File: config.mk
export PLATFORM = sky130hd
export DESIGN_NAME = regfile_wb_sched
export DESIGN_NICKNAME = d
export VERILOG_FILES = /design/src/rtl/regfile_wb_sched.sv
export SDC_FILE = /design/constraint.sdc
export NUM_CORES = 1
export LEC_CHECK = 0
export BUFFER_PORTS_ARGS = -buffer_cell sky130_fd_sc_hd__buf_2
export CORE_ASPECT_RATIO = 0.6
export CORE_MARGIN = 2
export CORE_UTILIZATION = 45
export DETAILED_ROUTE_END_ITERATION = 8
export PLACE_DENSITY_LB_ADDON = 0.08
export SKIP_LAST_GASP = 1
export SLEW_MARGIN = 20
export SYNTH_ARGS = -nofsm -noshare
export SYNTH_HDL_FRONTEND = slang
export SYNTH_SLANG_ARGS = --single-unit
File: constraint.sdc
create_clock -name clk -period 2 [get_ports clk]
set_clock_uncertainty 0.05 [all_clocks]
set_input_delay 0.1 -clock clk [delete_from_list [all_inputs] [get_ports clk]]
set_output_delay 0.1 -clock clk [all_outputs]
set_load 0.02 [all_outputs]
File: src/rtl/regfile_wb_sched.sv
// Write-back scheduler and RAW/WAW hazard scoreboard for a 2R/1W register file.
// Latency: a write-back handshake at edge N drives reg_write/write_reg/write_data in cycle N+1.
// Backpressure: one source gets ready per cycle (round-robin); decode holds while stall is high.
module regfile_wb_sched #(
    parameter int DATA_W    = 32,
    parameter int ADDR_W    = 5,
    parameter int NUM_REGS  = 32,
    parameter bit ALU_FIRST = 1'b1
) (
    input  logic                clk,
    input  logic                rst_n,
    // decode / issue side
    input  logic                iss_valid,
    input  logic [ADDR_W-1:0]   iss_rd,
    input  logic [ADDR_W-1:0]   rs1,
    input  logic [ADDR_W-1:0]   rs2,
    output logic                stall,
    // ALU write-back source
    input  logic                alu_valid,
    input  logic [ADDR_W-1:0]   alu_rd,
    input  logic [DATA_W-1:0]   alu_data,
    output logic                alu_ready,
    // load-unit write-back source
    input  logic                mem_valid,
    input  logic [ADDR_W-1:0]   mem_rd,
    input  logic [DATA_W-1:0]   mem_data,
    output logic                mem_ready,
    // register-file write port
    output logic                reg_write,
    output logic [ADDR_W-1:0]   write_reg,
    output logic [DATA_W-1:0]   write_data,
    // scoreboard status
    output logic [NUM_REGS-1:0] pend_bits,
    output logic                err_spur
);

    logic                r_reg_write;
    logic [ADDR_W-1:0]   r_write_reg;
    logic [DATA_W-1:0]   r_write_data;
    logic [NUM_REGS-1:0] r_pend;
    logic                r_err_spur;
    logic                r_last_mem;   // 1: last handshake went to the load unit

    logic                w_grant_mem;
    logic                w_hs;
    logic [ADDR_W-1:0]   w_hs_rd;
    logic [DATA_W-1:0]   w_hs_data;
    logic                w_issue_ok;
    logic [NUM_REGS-1:0] w_pend_nxt;

    // Index 0 and indices beyond the bitmap never read as pending.
    function automatic logic f_pend(input logic [ADDR_W-1:0] idx,
                                    input logic [NUM_REGS-1:0] bits);
        f_pend = (idx != '0) && (int'(idx) < NUM_REGS) && bits[idx];
    endfunction

    // Round-robin grant: load unit wins when alone, or on a tie when the ALU went last.
    always_comb begin
        w_grant_mem = mem_valid & (~alu_valid | ~r_last_mem);
        alu_ready   = rst_n & alu_valid & ~w_grant_mem;
        mem_ready   = rst_n & w_grant_mem;
        w_hs        = alu_ready | mem_ready;
        w_hs_rd     = w_grant_mem ? mem_rd   : alu_rd;
        w_hs_data   = w_grant_mem ? mem_data : alu_data;
    end

    // Hazard detect: a committing register still counts as pending this cycle.
    always_comb begin
        stall = f_pend(rs1, r_pend) | f_pend(rs2, r_pend)
              | (iss_valid & f_pend(iss_rd, r_pend));
        w_issue_ok = iss_valid & ~stall;
    end

    // Next bitmap: clear the committing register, then a new producer re-sets it.
    always_comb begin
        w_pend_nxt = r_pend;
        if (r_reg_write && int'(r_write_reg) < NUM_REGS) begin
            w_pend_nxt[r_write_reg] = 1'b0;
        end
        if (w_issue_ok && iss_rd != '0 && int'(iss_rd) < NUM_REGS) begin
            w_pend_nxt[iss_rd] = 1'b1;
        end
        w_pend_nxt[0] = 1'b0;
    end

    // Write port, arbitration history, scoreboard and spurious-commit flag.
    always_ff @(posedge clk) begin
        if (!rst_n) begin
            r_reg_write  <= 1'b0;
            r_write_reg  <= '0;
            r_write_data <= '0;
            r_pend       <= '0;
            r_err_spur   <= 1'b0;
            r_last_mem   <= ALU_FIRST;
        end else begin
            r_pend     <= w_pend_nxt;
            r_err_spur <= r_reg_write & ~f_pend(r_write_reg, r_pend);
            if (w_hs) begin
                r_last_mem <= w_grant_mem;
            end
            // x0 writes are consumed but never reach the file; index/data hold.
            if (w_hs && w_hs_rd != '0) begin
                r_reg_write  <= 1'b1;
                r_write_reg  <= w_hs_rd;
                r_write_data <= w_hs_data;
            end else begin
                r_reg_write  <= 1'b0;
            end
        end
    end

    assign reg_write  = r_reg_write;
    assign write_reg  = r_write_reg;
    assign write_data = r_write_data;
    assign pend_bits  = r_pend;
    assign err_spur   = r_err_spur;

endmodule

==> flow_metrics.tcl, run 1 <==
set metrics [dict create \
    status "finished, violations left" \
    violations "setup timing" \
    layout.cells.non_filler 895 \
    ant_nets 0 \
    synth_top_area_frac 0.316 \
    firstDrtPassIters 6 \
    cts_root_buffer "clkbuf_16" \
    power_density_nw_per_um2 633 \
    antennaDiodeCount 0 \
    max_freq_mhz 376 \
    p_leak_uw 0.00294 \
    cts_buffer_depth 2 \
    yosys_warnings 0 \
    largest_reg_flops 32 \
    grt-ovfl-total 0 \
    cts_max_level 3 \
    critPathTopFamily "simple AND/OR/NAND/NOR gates" \
    drcViolationCount 0 \
    synth_area_um2 4500 \
    fin_crit_ps 2660 \
    cts_made_buffers 9 \
    synth-seq-cells 71 \
    cts_tree "yes" \
    insertion_delay_ps 350 \
    ff_latch_area_um2 1450 \
    path_class "reg2out" \
    finalWeightedCongestion 1.03 \
    final_hold_viol_count 0 \
    final_layout_size_suffix_gt1_frac 0.470 \
    cp_slowest_cell "or4_4" \
    worstPathRequired_ps 1850 \
    die_area_um2 10900 \
    cpPeakStageDelay_ps 550 \
    hp-class "in2reg" \
    ir_worst_vdd_mv 0.402 \
    die_y_um 81.5 \
    finalSetupViolCount 32 \
    initial_core_util 0.459 \
    grt_usage 0.318 \
    rsz0062_at_grt "true" \
    crit_chain "mux4_2 -> o211ai_1 -> o21ai_1 -> or4_4 -> or3b_4 -> buf_6" \
    reg2reg_slack_ps -380 \
    synth_cells 524 \
    syn_nets 618 \
    grt_pass1_wl_mm 25.9 \
    antenna_found_initial 0 \
    yosysMostFrequentCell "dfxtp_1" \
    drtIter0Drc 578 \
    async_flop_share 0 \
    nets 849 \
    grt_pass1_vias 4676 \
    placed_cells_incl_taps 868 \
    die_w_um 133 \
    vias_per_cell 5.94 \
    yosysUniqueCellTypes 49 \
    max-cap-violations 0 \
    fill_cells 858 \
    io_pins 168 \
    hpwl_mm 13.6 \
    cp-start-kind "flop" \
    crit_fanout 2 \
    area_growth_syn_to_layout_pct 47.8 \
    synth_edf_count 0 \
    dr_total_vias 5315 \
    worst-endpoint-arrival_ps 2510 \
    synthFlopType "dfxtp_1" \
    syn_area_per_cell_um2 8.60 \
    ys_seq_area_frac 0.316 \
    io_buffers 166 \
    yosys.area.top_type "dfxtp_1" \
    drt_wl_total_mm 18.2 \
    grt_max_degree 42 \
    multi_input_area_um2 2970 \
    layout_setup_ws_ps -659 \
    path_buf_inv 1 \
    synth_area_leaders "dfxtp_1 (32%), mux2i_1 (14%), mux4_2 (7.5%)" \
    avgRoutedWirePerCell_um 20.3 \
    fin_crit_sh 1.33 \
    clk_pin_slew_ps 60 \
    rows 28 \
    setup-tns-final_ps -11500 \
    clock-sinks 71 \
    crit_path_end_kind "primary output" \
    core_um2 9810 \
    finalMaxSlewViolations 0 \
    ys_top_cells_by_count "dfxtp_1 (71), nor2_1 (70), mux2i_1 (61), a211oi_1 (37), clkbuf_1 (37)" \
]
-- cell usage in the layout (no fill, tap or decap), types with 4 or more instances in the layout --
| cell type | count |
|---|---|
| nand3b_1 | 12 |
| a21oi_1 | 11 |
| dfxtp_2 | 13 |
| dfxtp_1 | 56 |
| clkbuf_16 | 10 |
| mux4_2 | 16 |
| nand2_1 | 11 |
| buf_2 | 165 |
| buf_4 | 97 |
| nand2b_1 | 5 |
| inv_1 | 8 |
| o21ai_1 | 14 |
| nand3_1 | 10 |
| mux2i_1 | 59 |
| o21ai_2 | 16 |
| nor3_1 | 13 |
| nand4_1 | 31 |
| nor2b_1 | 4 |
| o211ai_1 | 32 |
| a211oi_1 | 37 |
| nor2_1 | 70 |
-- cells by family after synthesis --
group                  synth area share
and+or+nand+nor                   0.199
DFF                               0.316
buffers and inverters            0.0569
other                          0.000833
AOI/OAI and AO/OA                 0.204
muxes                             0.224
-- per-stage QoR --
stage	utilization	total power [uW]	area [um^2]	hold slack (ps)	setup slack (ps)
after global placement	0.619	2540	6070	290	-461
after floorplan	-	2150	4530	183	-171
after detailed placement	0.619	2570	6070	299	-461
after global routing	0.679	4370	6660	50.4	-688
final	0.679	4210	6660	29.6	-659
after CTS	0.663	4150	6510	22.8	-646
-- final cells by class --
cell class | count | area share
multi-input combinational | 391 | 0.446
timing repair buffer | 274 | 0.264
sequential | 71 | 0.217
clock buffer | 9 | 0.0338
tap | 135 | 0.0254
clock inverter | 7 | 0.00940
inverter | 8 | 0.00451
-- routing by layer --
layer | share of wire | track usage | wire (um)
met5 | 0.0036 | 0.0463 | 65
met4 | 0.011 | 0.0691 | 195
met3 | 0.14 | 0.135 | 2490
met2 | 0.40 | 0.426 | 7280
met1 | 0.45 | 0.465 | 8180
-- where the power goes --
group          switching [uW]  internal, uW
Sequential               61.1          1500
Clock                     696           865
Combinational             629           461
Total                    1390          2830
-- final timing paths --
check | start | cells after the start | endpoint
max | pend_bits[19] | 6 | stall
min | mem_rd[1] | 3 | write_reg[1]
max reg2reg | pend_bits[19] | 8 | pend_bits[8]
min reg2reg | write_data[30] | 2 | write_data[30]
-- tightest hold or removal path: stages --
cell,delay (ps)
buf_2,90
a21oi_1,60
a21oi_1,130
-- repair_timing --
item                       4_1_cts  5_1_grt
gates cloned                     1        2
resized for setup               36       32
setup buffers                    5        1
pin swaps                        5        2
setup endpoints to repair       33       33
hold buffers                     2        0
hold endpoints to repair         1        0
No activity file was read; power rests on OpenSTA's default activity.
==> run 2, diff against run 1 <==
--- a/config.mk
+++ b/config.mk
@@ -11,6 +11,7 @@
 export CORE_UTILIZATION = 45
 export DETAILED_ROUTE_END_ITERATION = 8
 export PLACE_DENSITY_LB_ADDON = 0.08
+export SETUP_SLACK_MARGIN = 0.05
 export SKIP_LAST_GASP = 1
 export SLEW_MARGIN = 20
 export SYNTH_ARGS = -nofsm -noshare
==> constraint.sdc (replaced) <==
create_clock -name clk -period 2.15 [get_ports clk]
set_clock_uncertainty 0.05 [all_clocks]
set_input_delay 0.1075 -clock clk [delete_from_list [all_inputs] [get_ports clk]]
set_output_delay 0.1075 -clock clk [all_outputs]
set_load 0.1 [all_outputs]
==> run 2 against run 1 <==
Effect of this change:
- clock power barely moved
- via count fell by 0.43%
- largest power group is now the clock network
- critical endpoint unchanged
- global-route usage fell by 0.52 points
- hold slack barely moved
- the run still ends with setup timing left
- final cell count fell by 2.1%
==> flow_metrics.tcl, run 2 (synthesized netlist as in run 1, its figures left out) <==
set metrics [dict create \
    status "finished, violations left" \
    violations "setup timing" \
    cts_root_buffer "clkbuf_16" \
    hp-class "in2reg" \
    crit_path_end_kind "primary output" \
    initial_core_util 0.459 \
    drcViolationCount 0 \
    layout_setup_ws_ps -535 \
    path_class "reg2out" \
    mostFrequentLayoutCell "buf_2" \
    ant_nets 0 \
    rows 28 \
    layout_common_cells "buf_2 (164), buf_4 (75), nor2_1 (68)" \
    insertion_delay_ps 330 \
    clk_pin_slew_ps 60 \
    grt-ovfl-total 0 \
    pre_cts_slack_ps -443 \
    clock-sinks 71 \
    cts_tree "yes" \
    core_um2 9810 \
    io_pins 168 \
    die_w_um 133 \
    rsz0062_at_grt "true" \
    max_freq_mhz 372 \
    grt_max_degree 72 \
    ir_worst_vdd_mv 0.454 \
    antenna_found_initial 0 \
    post-route-util 0.670 \
    power_density_nw_per_um2 681 \
    final_cell_area_um2 6570 \
    grt_usage 0.313 \
    setup-tns-final_ps -3410 \
    firstDrtPassIters 7 \
    die_y_um 81.5 \
    fin_crit_sh 1.25 \
    drt_wl_total_mm 17.6 \
    dpl_cell_area_um2 6030 \
    final_layout_size_suffix_gt1_frac 0.467 \
    io_buffers 166 \
    cts_max_level 3 \
    antennaDiodeCount 0 \
    cts_buffer_depth 2 \
    grt_pass1_vias 4639 \
    p_leak_uw 0.00286 \
    worstPathRequired_ps 1990 \
    dr_total_vias 5292 \
    drtIter0Drc 485 \
    die_area_um2 10900 \
    hold_ws_ps 29.6 \
    finalSetupViolCount 32 \
    final_hold_viol_count 0 \
    fin_crit_ps 2690 \
    max-cap-violations 0 \
    nets 830 \
    finalWeightedCongestion 1.06 \
    largest_reg_flops 32 \
    hpwl_mm 13.2 \
    cp-start-kind "flop" \
    finalMaxSlewViolations 0 \
    vias_per_cell 6.04 \
    worst-endpoint-arrival_ps 2530 \
    cts_made_buffers 9 \
    area_growth_syn_to_layout_pct 45.9 \
    grt_pass1_wl_mm 25.9 \
    crit_fanout 3 \
    avgRoutedWirePerCell_um 20.1 \
]
[run 2: changes by cell type in the layout (fill, tap and decap cells not counted), sizes merged]
cell and change:
dlygate4sd3 -1, bufinv +1, buf -17, clkbuf +1, bufbuf -1, clkinvlp -1, clkinv -1
[run 2: path summary, 6_finish.rpt]
check                      start             end  slack [ps]  cells past startpoint
hold reg to reg   write_data[29]  write_data[29]         440                      2
setup / recovery   pend_bits[13]           stall        -540                      7
hold / removal         mem_rd[1]    write_reg[1]          30                      3
setup reg to reg   pend_bits[31]   pend_bits[12]        -190                     11
[run 2: worst max-delay path, stage by stage (launching register included)]
cell and delay [ps]:
dfxtp_4 340, mux4_2 460, nand2b_4 150, a21oi_2 120
nor4_1 60, or4_4 470, or3b_4 410, buf_12 180
[run 2: repair_timing]
item                                    in CTS  in global routing
setup buffers                                3                  9
pin swaps                                   14                 21
cloned                                       2                  0
resized for setup                           33                 16
endpoints found under the hold margin        1                  0
hold buffers                                 1                  0
endpoints found under the setup margin      32                 34
[run 2: layout make-up]
| type | count | area [um^2] |
|---|---|---|
| clock buffers | 10 | 250 |
| clock inverters | 6 | 71.3 |
| fillers | 809 | 3240 |
| inverters | 8 | 30.0 |
| multi-input cells | 391 | 2920 |
| flip-flops and latches | 71 | 1520 |
| well taps | 135 | 169 |
| repair buffers | 255 | 1620 |
[run 2: power by group]
group	switching, uW	internal (uW)	leakage (uW)
registers	66.6	1380	0.000605
logic	1050	390	0.00209
clock network	607	984	0.000160
[run 2: layer usage]
metal	up-vias	part of all wire	global-route usage
li1	2430	-	-
met1	2473	0.43	0.454
met2	358	0.41	0.439
met3	31	0.15	0.129
met4	0	0.0085	0.0532
met5	-	0	0
[run 2: per-stage QoR]
step	cells	power (uW)
after global placement	848	2820
after detailed placement	848	2840
after global routing	876	4640
after CTS	870	4460
after floorplan	524	2500
final	876	4470
